<file path="src/rtl/pulse_seq_pkg.sv">
// Shared types and defaults for the a/b pulse-sequence transmitter.
package pulse_seq_pkg;

  typedef enum logic [1:0] {
    IDLE = 2'd0,
    HIGH = 2'd1,
    GAP  = 2'd2,
    DONE = 2'd3
  } state_t;

  localparam int DEF_HIGH_CYC = 2;
  localparam int DEF_GAP_CYC  = 1;

  // Phase timer width: enough to hold max(high, gap) - 1, never narrower than one bit.
  function automatic int cnt_width(input int high_cyc, input int gap_cyc);
    int m;
    m = (high_cyc > gap_cyc) ? high_cyc : gap_cyc;
    return (m > 1) ? $clog2(m) : 1;
  endfunction

endpackage

</file>
<file path="src/rtl/pulse_seq_timer.sv">
// Loadable down-counter with terminal-count flag, shared by the HIGH and GAP phases.
module pulse_seq_timer #(
  parameter int W = 1
) (
  input  logic         clk,
  input  logic         rst,
  input  logic         load,
  input  logic [W-1:0] load_val,
  output logic         tc
);

  logic [W-1:0] count;

  always_ff @(posedge clk or posedge rst) begin
    if (rst) begin
      count <= '0;
    end else if (load) begin
      count <= load_val;
    end else if (count != '0) begin
      count <= count - W'(1);
    end
  end

  assign tc = (count == '0);

endmodule

</file>
<file path="src/rtl/pulse_seq_tx.sv">
// Pulse-sequence transmitter: sends up to MAX_LEN symbols as fixed-width pulses on a (0) / b (1).
module pulse_seq_tx
  import pulse_seq_pkg::*;
#(
  parameter int MAX_LEN  = 16,
  parameter int HIGH_CYC = DEF_HIGH_CYC,
  parameter int GAP_CYC  = DEF_GAP_CYC,
  parameter int LW       = $clog2(MAX_LEN + 1)
) (
  input  logic               clk,
  input  logic               reset,
  input  logic               start,
  input  logic [MAX_LEN-1:0] sym,
  input  logic [LW-1:0]      len,
  output logic               ready,
  output logic               a,
  output logic               b,
  output logic               busy,
  output logic               done,
  output logic [LW-1:0]      idx
);

  localparam int CW = cnt_width(HIGH_CYC, GAP_CYC);

  state_t             state, next_state;
  logic [MAX_LEN-1:0] sym_r;
  logic [LW-1:0]      len_r, len_clamp, cur_idx;
  logic               latch, idx_inc, load, tc, cur_sym;
  logic [CW-1:0]      load_val;

  assign len_clamp = (len > LW'(MAX_LEN)) ? LW'(MAX_LEN) : len;
  assign cur_sym   = |(sym_r & (MAX_LEN'(1) << cur_idx));

  pulse_seq_timer #(
    .W(CW)
  ) u_timer (
    .clk     (clk),
    .rst     (reset),
    .load    (load),
    .load_val(load_val),
    .tc      (tc)
  );

  always_comb begin
    next_state = state;
    latch      = 1'b0;
    idx_inc    = 1'b0;
    load       = 1'b0;
    load_val   = '0;
    case (state)
      IDLE: begin
        if (start) begin
          latch      = 1'b1;
          next_state = (len_clamp == '0) ? DONE : HIGH;
        end
      end
      HIGH: if (tc) next_state = GAP;
      GAP: begin
        if (tc) begin
          if (cur_idx == len_r - LW'(1)) begin
            next_state = DONE;
          end else begin
            next_state = HIGH;
            idx_inc    = 1'b1;
          end
        end
      end
      default: next_state = IDLE;
    endcase
    // Timer reloads on every state change with the length of the phase being entered.
    if (next_state != state) begin
      load = 1'b1;
      if (next_state == HIGH)     load_val = CW'(HIGH_CYC - 1);
      else if (next_state == GAP) load_val = CW'(GAP_CYC - 1);
    end
  end

  always_ff @(posedge clk or posedge reset) begin
    if (reset) begin
      state   <= IDLE;
      sym_r   <= '0;
      len_r   <= '0;
      cur_idx <= '0;
    end else begin
      state <= next_state;
      if (latch) begin
        sym_r   <= sym;
        len_r   <= len_clamp;
        cur_idx <= '0;
      end else if (idx_inc) begin
        cur_idx <= cur_idx + LW'(1);
      end
    end
  end

  // Outputs trail the state by one edge so every line comes straight from a flop.
  always_ff @(posedge clk or posedge reset) begin
    if (reset) begin
      ready <= 1'b1;
      a     <= 1'b0;
      b     <= 1'b0;
      busy  <= 1'b0;
      done  <= 1'b0;
      idx   <= '0;
    end else begin
      ready <= (state == IDLE) && (next_state == IDLE);
      a     <= (state == HIGH) && !cur_sym;
      b     <= (state == HIGH) && cur_sym;
      busy  <= (state == HIGH) || (state == GAP);
      done  <= (state == DONE);
      idx   <= cur_idx;
    end
  end

endmodule

</file>
<file path="config.mk">
export PLATFORM = sky130hd
export DESIGN_NAME = pulse_seq_tx
export DESIGN_NICKNAME = d
export VERILOG_FILES = /design/src/rtl/pulse_seq_pkg.sv /design/src/rtl/pulse_seq_timer.sv /design/src/rtl/pulse_seq_tx.sv
export SDC_FILE = /design/constraint.sdc
export NUM_CORES = 1
export LEC_CHECK = 0
export CORE_MARGIN = 10
export CORE_UTILIZATION = 47
export CTS_CLUSTER_DIAMETER = 80
export CTS_CLUSTER_SIZE = 25
export DETAILED_ROUTE_END_ITERATION = 12
export GPL_TIMING_DRIVEN = 0
export PLACE_DENSITY = 0.75
export SLEW_MARGIN = 20
export SYNTH_ARGS = -nofsm -noshare
export SYNTH_HDL_FRONTEND = slang
export SYNTH_HIERARCHICAL = 1
export SYNTH_SLANG_ARGS = --single-unit
</file>
<file path="constraint.sdc">
create_clock -name clk -period 2.1 [get_ports clk]
set_clock_uncertainty 0.05 [all_clocks]
set_input_delay 0.42 -clock clk [delete_from_list [all_inputs] [get_ports clk]]
set_output_delay 0.42 -clock clk [all_outputs]
set_load 0.03 [all_outputs]
</file>
==> results.sh, run 1 <==
export IMPL_ir_drop_mv=0.6889
export IMPL_drtAntennaViolNets=0
export IMPL_cp_start_kind="flip-flop"
export IMPL_die_h_um=84.42
export IMPL_drive_above_1_share=0.2342
export IMPL_synth_cell_type_count=46
export IMPL_gp_congestion=0.9298
export IMPL_dp_hpwl_um=3312
export IMPL_hold_violations=0
export IMPL_ys_flop_type="dfrtp_1"
export IMPL_h_tree_depth=2
export IMPL_gr_usage_all_layers=0.1306
export IMPL_syn_nets=202
export IMPL_max_slew_margin=0.4731
export IMPL_num_vias=1540
export IMPL_pre_cts_slack_ns=-0.5463
export IMPL_n_antenna_cell=0
export IMPL_yosysWarnings=6
export IMPL_first_iter_violations=139
export IMPL_cp_slowest_stage_delay_ns=0.44
export IMPL_hp_class="in -> async"
export IMPL_cp_max_fo=6
export IMPL_wire_per_inst_um=17.24
export IMPL_overflow=0
export IMPL_nets=256
export IMPL_final_cell_count_no_fill=272
export IMPL_dp_cells=250
export IMPL_syn_avg_cell_area_um2=11.68
export IMPL_drt_first_pass_iters=5
export IMPL_cts_clk_slew_worst_paths_ns=0.07
export IMPL_outcome="finished with violations"
export IMPL_drv_cap=0
export IMPL_finalCritPeriodShare=1.003
export IMPL_cp_required_ns=2.23
export IMPL_path_cells="nor2b_4 > or3_4 > a311o_1 > buf_4 > a31oi_2 > nor2_1 > and2_1"
export IMPL_cts_root_buffer="clkbuf_8"
export IMPL_grt_pass1_vias=1657
export IMPL_clockBufferDepth=2
export IMPL_grt_max_degree=39
export IMPL_drc=0
export IMPL_critical_path_arrival_ns=2.24
export IMPL_crit_slowest_cell="dfrtp_1"
export IMPL_port_buffers=33
export IMPL_syn_cell_area_um2=1951
export IMPL_rsz0062_at_grt="true"
export IMPL_final_area_um2=2633
export IMPL_clk_latency_ns=0.29
export IMPL_layout_setup_ws_ns=-0.005588
export IMPL_synth_edf_count=0
export IMPL_fin_crit_ns=2.106
export IMPL_initial_core_util=0.4876
export IMPL_grt_pass1_wl_um=7838
export IMPL_yosysSeqAreaShare=0.5010
export IMPL_cts_tree="done"
export IMPL_antenna_found_initial=0
export IMPL_ctsHoldBuffers=0
export IMPL_power_density_nw_per_um2=1313
export IMPL_num_rows=23
export IMPL_crit_path_end_kind="flip-flop"
export IMPL_leakagePower_nw=1.127
export IMPL_die_width_um=84.42
export IMPL_slew_violations=0
export IMPL_synth_cells=167
export IMPL_worst_slew_pin_transition_ns=0.7892
export IMPL_async_flop_share=1.000
export IMPL_clock_sinks=39
export IMPL_vias_per_cell=5.662
export IMPL_setup_viol=1
export IMPL_violations="negative setup slack"
export IMPL_criticalPathCategory="reg -> reg"
export IMPL_wirelength_um=4689
export IMPL_core_um2=4000
export IMPL_syn_to_final_growth_pct=34.96
export IMPL_n_fill_cell=290
export IMPL_ys_seq_elements=39
export IMPL_numCtsBuffers=5
export IMPL_die_area_um2=7127
export IMPL_max_freq_mhz=474.9
export IMPL_placedInstanceArea_um2=2344
export IMPL_ioPinCount=34
[cells by family (layout without fill, tap and decap cells)]
| logic type | count (synthesis) | after routing | synth area share |
|---|---|---|---|
| xor gates and xnor gates | 5 | 5 | 0.02245 |
| muxes | 19 | 19 | 0.1090 |
| AOI/OAI and AO/OA | 41 | 41 | 0.1540 |
| buffers and inverters | 15 | 70 | 0.03143 |
| and+or+nand+nor | 37 | 37 | 0.1116 |
| adders and majority gates | 11 | 11 | 0.07056 |
| DFF | 39 | 39 | 0.5010 |
[worst paths after layout]
path	start	endpoint	slack, ns	cells past startpoint
min in group clk	cur_idx[2]	idx[2]	0.40	0
worst max-delay path	len_r[2]	u_timer/count	-0.006	7
worst min-delay path	reset	u_timer/count	0.26	2
worst min register to register	cur_idx[2]	idx[2]	0.40	0
max in group asynchronous	reset	cur_idx[2]	0.86	2
worst max register to register	len_r[2]	u_timer/count	-0.006	7
[per-layer routing]
layer  track usage  vias up  share of wire  routed length, um
met4       0.04042        0          0.026                121
li1              -      720              -                  -
met3       0.04155       15          0.055                256
met5             0        -              0                  0
met2        0.2400       41           0.52               2451
met1        0.1378      764           0.40               1860
[final cells by class]
cell class                      instances  area [um^2]  area share
Buffer                                  3        17.52    0.006654
Inverter                               11        41.29     0.01568
Clock buffer                            6        72.57     0.02757
Multi-Input combinational cell        113         1008      0.3831
Tap cell                               50        62.56     0.02376
Timing Repair Buffer                   48        439.2      0.1668
Clock inverter                          2        12.51    0.004753
Sequential cell                        39        978.4      0.3717
[placed cells by master, fill, tap and decap left out, types with 4 or more instances in the layout]
| cell | synthesis | routed |
|---|---|---|
| clkbuf_8 | 0 | 5 |
| ha_1 | 11 | 9 |
| a21oi_1 | 10 | 7 |
| clkdlybuf4s50_1 | 0 | 29 |
| buf_4 | 1 | 16 |
| dfrtp_1 | 38 | 37 |
| mux2_1 | 18 | 18 |
| o21ai_1 | 4 | 4 |
| nand2_1 | 11 | 10 |
| inv_2 | 1 | 6 |
| inv_1 | 10 | 5 |
| o21ai_0 | 6 | 6 |
[per-stage QoR]
| stage | setup TNS, ns | total power [mW] | util | hold WS, ns |
|---|---|---|---|---|
| after floorplan | 0 | 2.218 | - | 0.09871 |
| after global placement | -4.286 | 2.544 | 0.5859 | 0.4196 |
| after detailed placement | -4.277 | 2.624 | 0.5859 | 0.4295 |
| after CTS | -0.06008 | 3.298 | 0.6372 | 0.2632 |
| after global routing | -0.1177 | 3.712 | 0.6581 | 0.2503 |
| final | -0.005588 | 3.457 | 0.6581 | 0.2633 |
[state kept, by name, indices dropped and copies added (netlist names)]
name	count
sym_r	16
cur_idx	5
idx	5
len_r	5
state	2
a	1
b	1
busy	1
done	1
ready	1
u_timer/count	1
[cell usage after synthesis, types with 2 or more instances]
library cell,count,area share
a221oi_1,2,0.0090
o31ai_1,2,0.0077
and2_1,3,0.0096
nand4_1,2,0.0064
nand2_1,11,0.021
o21ai_1,4,0.010
clkbuf_1,2,0.0039
dfrtp_1,38,0.49
a22oi_1,2,0.0077
or3_1,3,0.0096
nor2_1,3,0.0058
a222oi_1,2,0.010
xor2_1,2,0.0090
nor2b_1,2,0.0064
xnor2_1,3,0.013
mux2_1,18,0.10
a211oi_1,2,0.0077
nand3_1,2,0.0051
nand3b_1,2,0.0077
or4_1,2,0.0077
nand2b_1,2,0.0064
a21oi_1,10,0.026
inv_1,10,0.019
ha_1,11,0.071
o21ai_0,6,0.015
[critical path, delay by kind of cell (launching register included)]
kind / cells / cell delay (ns)
flip-flops: 1 / 0.44
buffers and inverters: 1 / 0.16
AND/OR/NAND/NOR: 4 / 0.80
AO/OA/AOI/OAI: 2 / 0.56
[where the power goes]
| part | total (mW) | internal (mW) | switching [mW] |
|---|---|---|---|
| sequential | 1.26 | 1.05 | 0.216 |
| combinational | 1.71 | 0.840 | 0.872 |
| clock | 0.483 | 0.232 | 0.251 |
| total | 3.46 | 2.12 | 1.34 |
[what timing repair did]
item                       4_1_cts  5_1_grt
pin swaps                        9        6
buffers inserted                10        5
resized for setup               18       11
setup endpoints to repair       19        8
(Power assumes the default switching activity.)
==> run 2: changes to the inputs <==
- MAX_ROUTING_LAYER: default -> met4
==> run 2 against run 1 <==
  * The flow still finishes with violations (negative setup slack)
  * Critical endpoint unchanged
  * Combinational power barely moved
  * Non-clock buffer count did not move
  * Cell area rose by 0.14%
  * Sequential share of layout area fell by 0.053 points
  * Cell count did not move
  * Flip-flop and latch count did not move
  * Via count rose by 1.2%
  * Worst setup slack got worse by 0.022 ns
==> results.sh, run 2 (synthesized netlist as in run 1, its figures left out) <==
export IMPL_outcome="finished with violations"
export IMPL_violations="negative setup slack"
export IMPL_cts_clk_slew_worst_paths_ns=0.08
export IMPL_cp_required_ns=2.23
export IMPL_antenna_found_initial=0
export IMPL_max_freq_mhz=469.9
export IMPL_drv_cap=0
export IMPL_rsz0062_at_grt="true"
export IMPL_internal_power_mw=2.117
export IMPL_grt_met2_usage=0.2434
export IMPL_die_h_um=84.42
export IMPL_ioPinCount=34
export IMPL_drt_first_pass_iters=5
export IMPL_gr_usage_met1=0.1390
export IMPL_worst_slew_pin_transition_ns=0.7668
export IMPL_max_slew_margin=0.4881
export IMPL_leakagePower_nw=1.128
export IMPL_hold_violations=0
export IMPL_first_iter_violations=175
export IMPL_dp_cells=250
export IMPL_num_rows=23
export IMPL_cts_tree="done"
export IMPL_num_vias=1559
export IMPL_numCtsBuffers=5
export IMPL_power_frac_seq=0.365
export IMPL_grtUsageMet3=0.03671
export IMPL_critical_path_arrival_ns=2.26
export IMPL_criticalPathCategory="reg -> reg"
export IMPL_vias_per_cell=5.732
export IMPL_clock_sinks=39
export IMPL_largest_reg_flops=16
export IMPL_hp_class="in -> async"
export IMPL_grt_pass1_wl_um=7852
export IMPL_die_width_um=84.42
export IMPL_drc=0
export IMPL_clkPwrFrac=0.140
export IMPL_combPwrFrac=0.495
export IMPL_layout_setup_ws_ns=-0.02793
export IMPL_power_total_mw=3.459
export IMPL_cp_max_fo=3
export IMPL_cts_root_buffer="clkbuf_8"
export IMPL_power_density_nw_per_um2=1312
export IMPL_nets=256
export IMPL_fin_crit_ns=2.128
export IMPL_n_fill_cell=285
export IMPL_final_cell_count_no_fill=272
export IMPL_n_antenna_cell=0
export IMPL_gp_congestion=0.9462
export IMPL_syn_to_final_growth_pct=35.15
export IMPL_dp_hpwl_um=3312
export IMPL_ir_drop_mv=0.6914
export IMPL_h_tree_depth=2
export IMPL_switchingPower_mw=1.341
export IMPL_final_cell_mix="37 x dfrtp_1, 29 x clkdlybuf4s50_1, 18 x mux2_1"
export IMPL_final_area_um2=2636
export IMPL_cp_start_kind="flip-flop"
export IMPL_setup_viol=1
export IMPL_wirelength_um=4687
export IMPL_drtAntennaViolNets=0
export IMPL_gr_usage_all_layers=0.1346
export IMPL_clockBufferDepth=2
export IMPL_clk_latency_ns=0.29
export IMPL_overflow=0
export IMPL_finalCritPeriodShare=1.013
export IMPL_wire_per_inst_um=17.23
export IMPL_layout_commonest_cell="dfrtp_1"
export IMPL_drive_above_1_share=0.2342
export IMPL_slew_violations=0
export IMPL_initial_core_util=0.4876
export IMPL_crit_path_end_kind="flip-flop"
export IMPL_die_area_um2=7127
export IMPL_grt_max_degree=39
export IMPL_swShare=0.3878
export IMPL_placedInstanceArea_um2=2344
export IMPL_top_register="sym_r"
export IMPL_port_buffers=33
export IMPL_tns_ns=-0.02793
export IMPL_top_usage_layer="met2"
export IMPL_core_um2=4000
export IMPL_ctsHoldBuffers=0
export IMPL_grt_pass1_vias=1666
## run 2: cell counts in the layout (fill, tap and decap cells not counted)
Identical to the previous run, type by type.
## run 2: routing by layer
metal  wire length [um]  up-vias
met3                276        8
li1                   -      723
met5                  0        -
met1               1844      781
met4                 64        0
met2               2502       47
## run 2: layout make-up
class | instances | area, um^2 | share of cell area
multi-input combinational | 113 | 1008 | 0.3825
sequential | 39 | 978.4 | 0.3711
timing repair buffer | 48 | 439.2 | 0.1666
clock buffer | 6 | 72.57 | 0.02753
tap | 50 | 62.56 | 0.02373
inverter | 11 | 41.29 | 0.01566
buffer | 3 | 21.27 | 0.008068
clock inverter | 2 | 12.51 | 0.004746
## run 2: repair_timing
action	in CTS	in global routing
gates cloned	0	0
setup endpoints to repair	19	8
setup buffers	10	5
gates resized for setup	18	12
pin swaps	9	6
## run 2: critical path, stage by stage (launching register included)
cell and delay, ns:
dfrtp_1 0.38, inv_2 0.07, ha_4 0.26, xor2_2 0.15, o211ai_2 0.11, a311o_1 0.40, buf_4 0.16, a31oi_2 0.22
nor2_1 0.08, and2_1 0.16
## run 2: worst paths after layout
check | startpoint | end | slack (ns) | cells past startpoint
max | len_r[0] | u_timer/count | -0.03 | 9
min | reset | u_timer/count | 0.26 | 2
max reg2reg | len_r[0] | u_timer/count | -0.03 | 9
min reg2reg | sym_r[13] | sym_r[13] | 0.44 | 1
max in group asynchronous | reset | cur_idx[2] | 0.89 | 2
min in group clk | sym_r[13] | sym_r[13] | 0.44 | 1
## run 2: per-stage QoR
stage	utilization	hold WS (ns)	worst slack (ns)
2_1_floorplan	-	0.09871	0.02079
3_3_place_gp	0.5859	0.4196	-0.5401
3_5_place_dp	0.5859	0.4295	-0.5463
4_1_cts	0.6372	0.2632	-0.06008
5_1_grt	0.6591	0.2504	-0.08580
6_report	0.6591	0.2635	-0.02793
## run 2: power groups by stage
stage,logic (mW),clock network [mW],registers (mW)
2_1_floorplan,0.934,0,1.28
3_3_place_gp,1.30,0,1.24
3_5_place_dp,1.36,0,1.26
4_1_cts,1.56,0.492,1.24
5_1_grt,1.88,0.531,1.30
6_report,1.71,0.483,1.26
==> run 3: changes to the inputs <==
- CELL_PAD_IN_SITES_DETAIL_PLACEMENT: default -> 0
- CELL_PAD_IN_SITES_GLOBAL_PLACEMENT: default -> 1
- CORE_UTILIZATION: 47 -> 37
- PLACE_DENSITY: 0.75 -> default
- PLACE_DENSITY_LB_ADDON: default -> 0.1
==> run 3 against run 2 <==
  * Sequential share of layout area up 0.36 points
  * Sequential power about the same
  * Critical path depth down 2
  * Flip-flop and latch count unchanged
  * Largest cell class unchanged
  * Cell area down 0.95%
  * The flow still finishes with violations (negative setup slack)
  * Largest power group unchanged
  * Core utilization down 15 points
  * Cell count up 5.1%
==> results.sh, run 3 (synthesized netlist as in run 1, its figures left out) <==
export IMPL_outcome="finished with violations"
export IMPL_violations="negative setup slack"
export IMPL_antenna_found_initial=0
export IMPL_numCtsBuffers=5
export IMPL_max_slew_margin=0.5922
export IMPL_crit_path_end_kind="flip-flop"
export IMPL_final_cell_count_no_fill=286
export IMPL_core_um2=5107
export IMPL_grt_max_degree=21
export IMPL_overflow=0
export IMPL_num_vias=1490
export IMPL_layout_commonest_cell="dfrtp_1"
export IMPL_hp_class="in -> async"
export IMPL_ir_drop_mv=0.5082
export IMPL_finalCritPeriodShare=1.004
export IMPL_grt_pass1_vias=1639
export IMPL_final_area_um2=2611
export IMPL_die_width_um=92.61
export IMPL_drc=0
export IMPL_rsz0062_at_grt="true"
export IMPL_drive_above_1_share=0.1852
export IMPL_num_rows=26
export IMPL_port_buffers=33
export IMPL_dp_cells=271
export IMPL_placedInstanceArea_um2=2396
export IMPL_syn_to_final_growth_pct=33.87
export IMPL_ioPinCount=34
export IMPL_worst_slew_pin_transition_ns=0.6118
export IMPL_grt_pass1_wl_um=7969
export IMPL_clock_sinks=39
export IMPL_initial_core_util=0.3819
export IMPL_gp_congestion=0.7849
export IMPL_cp_required_ns=2.28
export IMPL_n_antenna_cell=0
export IMPL_wire_per_inst_um=16.24
export IMPL_wl_met2_um=2404
export IMPL_wl_met3_um=197
export IMPL_ctsHoldBuffers=0
export IMPL_cts_tree="done"
export IMPL_drt_first_pass_iters=4
export IMPL_die_area_um2=8577
export IMPL_first_iter_violations=54
export IMPL_vias_per_cell=5.210
export IMPL_gr_usage_all_layers=0.1189
export IMPL_leakagePower_nw=1.106
export IMPL_fin_crit_ns=2.108
export IMPL_wirelength_um=4644
export IMPL_drv_cap=0
export IMPL_route_layer_met1_wl_um=1987
export IMPL_max_freq_mhz=474.4
export IMPL_slew_violations=0
export IMPL_critical_path_arrival_ns=2.29
export IMPL_setup_viol=1
export IMPL_power_density_nw_per_um2=1268
export IMPL_final_cell_mix="37 x dfrtp_1, 29 x clkdlybuf4s50_1, 18 x mux2_1"
export IMPL_h_tree_depth=2
export IMPL_hold_violations=0
export IMPL_clockBufferDepth=2
export IMPL_drtAntennaViolNets=0
export IMPL_cp_max_fo=2
export IMPL_dp_hpwl_um=3484
export IMPL_largest_reg_flops=16
export IMPL_tns_ns=-0.007722
export IMPL_cts_root_buffer="clkbuf_8"
export IMPL_nets=250
export IMPL_top_register="sym_r"
export IMPL_clk_latency_ns=0.29
export IMPL_die_h_um=92.61
export IMPL_layout_setup_ws_ns=-0.007722
export IMPL_criticalPathCategory="in -> reg"
export IMPL_cp_start_kind="primary input"
export IMPL_cts_clk_slew_worst_paths_ns=0.07
export IMPL_highest_layer="met4"
run 3: cell count changes in the layout (fill, tap and decap cells not counted), moves of 2 or more:
cell     before  now
a21oi_2       3    1
inv_1         5    7
buf_4        15    9
inv_2         6    4
a21oi_1       7    9
run 3: power breakdown:
group          switching, mW  internal (mW)
sequential             0.205           1.04
combinational          0.799          0.768
clock                  0.263          0.232
total                   1.27           2.05
run 3: area by class of cell:
class / count / area, um^2
buffer: 3 / 17.52
inverter: 11 / 41.29
tap: 70 / 87.58
timing repair buffer: 42 / 412.9
fill: 475 / 2496
clock buffer: 6 / 72.57
multi-input combinational: 113 / 988.4
clock inverter: 2 / 12.51
sequential: 39 / 978.4
run 3: final timing paths:
path | startpoint | endpoint | slack (ns) | cells after the start
min in group clk | cur_idx[2] | idx[2] | 0.40 | 0
setup / recovery | len[2] | u_timer/count | -0.008 | 7
max in group asynchronous | reset | cur_idx[2] | 1.10 | 3
setup reg to reg | len_r[0] | u_timer/count | -0.008 | 8
hold / removal | reset | u_timer/count | 0.26 | 2
hold reg to reg | cur_idx[2] | idx[2] | 0.40 | 0
run 3: repair_timing:
action,CTS,global route
resized for setup,22,0
buffers inserted,8,0
cloned,0,0
pin swaps,8,0
endpoints found under the setup margin,21,6
run 3: metrics by stage:
stage / hold slack, ns / power (mW) / util / worst slack [ns]
2_1_floorplan: 0.09871 / 2.218 / - / 0.02079
3_5_place_dp: 0.4287 / 2.636 / 0.4691 / -0.5974
5_1_grt: 0.2641 / 3.584 / 0.5113 / -0.1091
3_3_place_gp: 0.4174 / 2.572 / 0.4637 / -0.5602
4_1_cts: 0.2466 / 3.342 / 0.5113 / -0.003993
6_report: 0.2559 / 3.312 / 0.5113 / -0.007722
run 3: routing by layer:
metal / vias to the layer above / track usage
li1: 705 / -
met2: 32 / 0.2018
met5: - / -
met1: 747 / 0.1328
met4: 0 / 0.04113
met3: 6 / 0.03067
run 3: critical path, cell delays in order:
cell           delay (ns)
dlygate4sd2_1        0.25
or4b_4               0.54
o32ai_4              0.33
a21oi_2              0.11
a221oi_4             0.31
mux2i_1              0.20
and2_1               0.13
